**config.mk**
```make
export PLATFORM = sky130hd
export DESIGN_NAME = ac_store_ctrl
export DESIGN_NICKNAME = d
export VERILOG_FILES = /design/src/rtl/ac_store_ctrl.sv
export SDC_FILE = /design/constraint.sdc
export NUM_CORES = 1
export LEC_CHECK = 0
export BUFFER_PORTS_ARGS = -buffer_cell sky130_fd_sc_hd__buf_2
export CAP_MARGIN = 10
export CELL_PAD_IN_SITES_DETAIL_PLACEMENT = 1
export CELL_PAD_IN_SITES_GLOBAL_PLACEMENT = 1
export CORE_UTILIZATION = 33
export CTS_CLUSTER_SIZE = 14
export DETAILED_ROUTE_END_ITERATION = 8
export GPL_TIMING_DRIVEN = 0
export HOLD_SLACK_MARGIN = 0.03
export PLACE_DENSITY = 0.92
export SLEW_MARGIN = 20
export SYNTH_ARGS = -nofsm -noshare
export SYNTH_HDL_FRONTEND = slang
export SYNTH_SLANG_ARGS = --single-unit
```
**constraint.sdc**
```tcl
create_clock -name clk -period 3.86 [get_ports clk]
set_input_delay 0.772 -clock clk [delete_from_list [all_inputs] [get_ports clk]]
set_output_delay 0.772 -clock clk [all_outputs]
set_load 0.005 [all_outputs]
```
**src/rtl/ac_store_ctrl.sv**
```systemverilog
// ac_store_ctrl: writes a captured accumulator word to memory over a 4-phase mem_we/mem_ack handshake.
// Optional REQ-phase timeout abort is compiled in when AC_STORE_TIMEOUT_EN is defined.
module ac_store_ctrl #(
   parameter int unsigned TIMEOUT_CYCLES = 255
) (
   input  logic        clk,
   input  logic        reset,
   input  logic [15:0] ac_in,
   input  logic [11:0] addr,
   input  logic        store,
   input  logic        mem_ack,
   output logic        mem_we,
   output logic [11:0] mem_addr,
   output logic [15:0] mem_data,
   output logic        busy,
   output logic        done,
   output logic        err
);

   typedef enum logic [1:0] {
      S_IDLE    = 2'd0,
      S_REQ     = 2'd1,
      S_RELEASE = 2'd2,
      S_FIN     = 2'd3
   } state_t;

   state_t      state_q, state_d;
   logic        mem_we_q, mem_we_d;
   logic [11:0] mem_addr_q, mem_addr_d;
   logic [15:0] mem_data_q, mem_data_d;
   logic        busy_q, busy_d;
   logic        done_q, done_d;
   logic        err_q, err_d;
   logic        tmo_hit;

   if (TIMEOUT_CYCLES < 1 || TIMEOUT_CYCLES > 255) begin : g_bad_timeout
      $error("ac_store_ctrl: TIMEOUT_CYCLES must be in 1..255");
   end

`ifdef AC_STORE_TIMEOUT_EN
   localparam logic [7:0] TIMEOUT_LAST = 8'(TIMEOUT_CYCLES - 1);

   logic [7:0] cnt_q, cnt_d;

   // Counter is held at zero outside REQ, so it is clear on every REQ entry.
   always_comb begin
      cnt_d = cnt_q;
      if (state_q != S_REQ) begin
         cnt_d = 8'd0;
      end else if (!mem_ack) begin
         cnt_d = cnt_q + 8'd1;
      end
   end

   // An ack in the final cycle takes priority over the abort.
   assign tmo_hit = (state_q == S_REQ) && !mem_ack && (cnt_q == TIMEOUT_LAST);

   always_ff @(posedge clk) begin
      if (reset) begin
         cnt_q <= 8'd0;
      end else begin
         cnt_q <= cnt_d;
      end
   end
`else
   assign tmo_hit = 1'b0;
`endif

   always_comb begin
      state_d    = state_q;
      mem_we_d   = mem_we_q;
      mem_addr_d = mem_addr_q;
      mem_data_d = mem_data_q;
      done_d     = 1'b0;
      err_d      = 1'b0;
      case (state_q)
         S_IDLE: begin
            if (store) begin
               mem_data_d = ac_in;
               mem_addr_d = addr;
               mem_we_d   = 1'b1;
               state_d    = S_REQ;
            end
         end
         S_REQ: begin
            if (mem_ack) begin
               mem_we_d = 1'b0;
               state_d  = S_RELEASE;
            end else if (tmo_hit) begin
               mem_we_d = 1'b0;
               err_d    = 1'b1;
               state_d  = S_IDLE;
            end
         end
         S_RELEASE: begin
            if (!mem_ack) begin
               done_d  = 1'b1;
               state_d = S_FIN;
            end
         end
         S_FIN: begin
            state_d = S_IDLE;
         end
         default: begin
            mem_we_d = 1'b0;
            state_d  = S_IDLE;
         end
      endcase
      busy_d = (state_d != S_IDLE);
   end

   always_ff @(posedge clk) begin
      if (reset) begin
         state_q    <= S_IDLE;
         mem_we_q   <= 1'b0;
         mem_addr_q <= 12'd0;
         mem_data_q <= 16'd0;
         busy_q     <= 1'b0;
         done_q     <= 1'b0;
         err_q      <= 1'b0;
      end else begin
         state_q    <= state_d;
         mem_we_q   <= mem_we_d;
         mem_addr_q <= mem_addr_d;
         mem_data_q <= mem_data_d;
         busy_q     <= busy_d;
         done_q     <= done_d;
         err_q      <= err_d;
      end
   end

   assign mem_we   = mem_we_q;
   assign mem_addr = mem_addr_q;
   assign mem_data = mem_data_q;
   assign busy     = busy_q;
   assign done     = done_q;
   assign err      = err_q;

endmodule

```
### Word level (Yosys, flattened, before mapping)

Cells that the tools add are included.
W data, S select, Z words.

| operators by class | value |
|---|---|
| multipliers | 0 |
| div/mod/pow operators | 0 |
| $lt $le $gt $ge | 0 |
| eq/ne operators | 5 |
| bitwise operators | 1 |
| muxes and demuxes | 8 |
| reductions and logical operators | 6 |
| $add $sub $neg | 0 |
| shift-type cells | 0 |

Operators by type and width:

| operator | number |
|---|---|
| $pmux W2 S4 | 1 |
| $mux W2 | 3 |
| $eq A2 B2 Y1 const B | 2 |
| $ne A2 B2 Y1 const B | 2 |
| $reduce_bool A2 Y1 | 2 |
| $mux W1 | 3 |
| $reduce_and A3 Y1 | 1 |
| $eq A2 B1 Y1 const B | 1 |
| $logic_not A2 Y1 | 1 |
| $pmux W1 S2 | 1 |
| $reduce_and A2 Y1 | 1 |
| $reduce_or A2 Y1 | 1 |
| $not A1 Y1 | 1 |

| word-level totals | value |
|---|---|
| input port bits | 32 |
| memory bits (writable) | 0 |
| register bits after elaboration | 33 |
| ROM bits | 0 |
| logic and storage cells | 26 |
| bits in latches | 0 |
| output and inout port bits | 32 |
| memories kept | 0 |

### Logic depth before layout (Yosys ltp)

| logic depth | value |
|---|---|
| depth in word-level cells | 3 |
| gate-level depth with buffers | 6 |
| mapped depth without buffers | 3 |

### Worst setup path before layout

OpenSTA, ideal clock, no wires.

| timing path | value |
|---|---|
| path type | input-to-reg |
| start | input store |
| end | register mem_addr_q[11] (netlist: mem_addr[11]) |
| arrival time | 1.486 ns |
| stages | 5 |
| path buffers | 2 |
| setup time | 0.132 ns |
| slack | 2.241 ns |
| required time | 3.728 ns |
| path through | or3b_1 > buf_6 > buf_8 > nand2_1 > a21oi_1 |

| between the ends | value |
|---|---|
| cells in the longest elaborated chain, start to end | 1 |

Ends and longest elaborated chain:

| what | RTL line | RTL |
|---|---|---|
| start: declaration | 10 | `input logic store,` |
| $reduce_and A2 Y1 (no line) | - |  |
| end signal: assignment | 124 | `mem_addr_q <= mem_addr_d;` |
| end: declaration | 29 | `logic [11:0] mem_addr_q, mem_addr_d;` |

No other way between the ends.
A chain may end at the register's enable or synchronous reset.

### Worst setup path in the final report

| timing path | value |
|---|---|
| start | input store |
| end | register mem_data_q[8] (netlist: mem_data[8]) |

| between the ends | value |
|---|---|
| cells in the longest elaborated chain, start to end | 1 |

Ends and longest elaborated chain:

| what | RTL line | RTL |
|---|---|---|
| $reduce_and A2 Y1 (no line) | - |  |
| end signal: assignment | 125 | `mem_data_q <= mem_data_d;` |
| end: declaration | 30 | `logic [15:0] mem_data_q, mem_data_d;` |

No other way between the ends.

==> flow_summary.yaml <==
sta:
  rsz0062_at_grt: "false"
  finClkSkew_ns: 0.003001
  slew_headroom: 0.6646
  fmax_mhz: 644.6
  finalWorstSetupSlack_ns: 2.309
  worst_slew_pin_slew_ns: 0.5026
  final_hold_viol_count: 0
  period_minus_slack_ns: 1.551
  finalCritPeriodShare: 0.4019
  tns_ns: 0
  setup_viol: 0
  slew_violations: 0
drt:
  wl_per_cell_um: 12.48
  ant_nets: 0
  drt_iter0_markers: 62
  drt_first_pass_iters: 3
  via_per_inst: 4.628
  remaining_drc_errors: 0
  finalWirelength_mm: 3.221
  vias: 1194
critical_path:
  endpoint: "mem_data[8]"
  cp_max_fo: 10
  crit_start: "store"
  required_ns: 4.06
  r2r_slack_ns: 2.50
  critPathKind: "primary input to register"
  cp-end-kind: "register"
  r2r_cells: 6
  rr_startpoint: "state_q[0]"
  critPathLaunchType: "primary input"
  arrival_ns: 1.75
  rr_endpoint: "mem_data[8]"
floorplan:
  rows: 21
  die_h_um: 63.18
  die_x_um: 63.18
  initial_core_util: 0.3561
  core_area_um2: 3468
  ios: 64
  die_area_um2: 3991
grt:
  grt.overflow.total: 0
  grt_max_degree: 11
  antenna_found_initial: 0
  grt_pass1_wl_mm: 5.526
  grtUsageTotal: 0.1775
  grt_pass1_vias: 1284
placed_design:
  place_area_um2: 1598
  pre_cts_slack_ns: 2.002
  dp_hpwl_mm: 2.447
  portBuffers: 61
  place_congestion: 0.7152
clocking:
  postCtsHoldBufs: 0
  clk_pin_slew_ns: 0.06
  cts_buffers: 5
  cts_setup_buffers: 0
  clk_latency_ns: 0.28
  cts_resized: 0
  htree_levels: 2
  tritoncts: "built"
  clock-sinks: 33
  clk_path_buf_depth: 2
  root_buffer: "clkbuf_8"
synth:
  synthCells: 145
  yosysMostFrequentCell: "nand2_1"
  synth_area_leaders: "dfxtp_1, nand2_1, a21oi_1"
  synth_cell_types: 21
  synth_edf_count: 0
  synth.avg_cell_area_um2: 8.517
  synthFlopType: "dfxtp_1"
  yosysTopAreaCellShare: 0.5350
  synth_seq_cells: 33
  synth_fp_nets: 177
  syn_area_um2: 1235
  yosys-top-cells-count: "nand2_1, dfxtp_1, a21oi_1, buf_6"
  seq_area_frac_synth: 0.5350
  async_reset_ff_frac: 0
  synth_top_area_cell: "dfxtp_1"
  ys_warn_count: 0
job:
  max-cap-violations: 0
power:
  ir_drop_mv: 0.1633
  power_density_nw_per_um2: 444.0
  leakagePower_nw: 0.7917
final_layout:
  fin_area_um2: 1672
  antenna_cells: 0
  syn2layout_area_growth_pct: 35.36
  final_util: 0.4820
  nNetsFinal: 245
  drive_gt1_frac: 0.3679
status:
  outcome: "finished clean"
worst_hold_path:
  hold_class: "register to register"
-- power breakdown --
part	switching (mW)	total [mW]	internal, mW	leakage, nW
sequential	0.0132	0.380	0.367	0.271
clock	0.112	0.231	0.118	0.0399
combinational	0.0667	0.131	0.0644	0.481
total	0.192	0.742	0.550	0.792
-- per-layer routing --
metal / routed length [µm] / global-route usage / share of wire
met1: 1330 / 0.1780 / 0.41
met2: 1689 / 0.3481 / 0.52
met3: 176 / 0.05072 / 0.055
met4: 25 / 0.05114 / 0.0078
met5: 0 / 0 / 0
-- how the worst min path moves through the flow --
stage                     cells past startpoint            to          from  slack, ns
after global placement                        2   mem_data[8]   mem_data[8]       0.44
after floorplan                               2  mem_addr[10]  mem_addr[10]       0.45
after global routing                          2   mem_addr[6]   mem_addr[6]       0.47
final                                         2   mem_addr[8]   mem_addr[8]       0.45
after detailed placement                      2  mem_data[15]  mem_data[15]       0.44
after CTS                                     2   mem_addr[8]   mem_addr[8]       0.45
-- kinds of logic after synthesis --
family                 Yosys count  share of synthesized area
buffers and inverters           12                    0.09320
AND/OR/NAND/NOR                 65                     0.2249
AO/OA/AOI/OAI                   34                     0.1439
flip-flops                      33                     0.5350
other                            1                   0.003037
-- critical path: stages --
cell     delay [ns]
buf_2          0.12
nor3b_4        0.46
buf_6          0.21
nand2_1        0.06
a21oi_1        0.13
-- placed cells by master, fill, tap and decap left out, drive strengths merged --
cell / n
nand2b: 2
nand2: 57
a2111oi: 1
inv: 1
or2: 1
or3b: 1
a21oi: 31
nor2: 1
nor2b: 1
nor3: 1
dfxtp: 33
nor3b: 1
clkbuf: 8
conb: 1
clkinv: 1
o21ai: 1
o32ai: 1
buf: 69
-- state kept, by name (all words and copies together), names as in the netlist --
register,cells
mem_data,16
done,1
busy,1
mem_addr,12
mem_we,1
state_q,2
-- layout make-up --
type | count | area, µm²
well taps | 46 | 57.56
plain buffers | 11 | 111.4
fillers | 473 | 1797
clock buffers | 5 | 68.82
repair buffers | 61 | 305.3
clock inverters | 1 | 5.005
multi-input cells | 100 | 459.2
inverters | 1 | 3.754
flip-flops and latches | 33 | 660.6
-- metrics by stage --
| stage | cells | power [mW] | hold slack (ns) |
|---|---|---|---|
| after floorplan | 145 | 0.4630 | 0.4500 |
| after global placement | 252 | 0.5153 | 0.4391 |
| after detailed placement | 252 | 0.5209 | 0.4423 |
| after CTS | 258 | 0.7551 | 0.4507 |
| after global routing | 258 | 0.7909 | 0.4742 |
| final | 258 | 0.7421 | 0.4476 |
(Power assumes the default switching activity.)
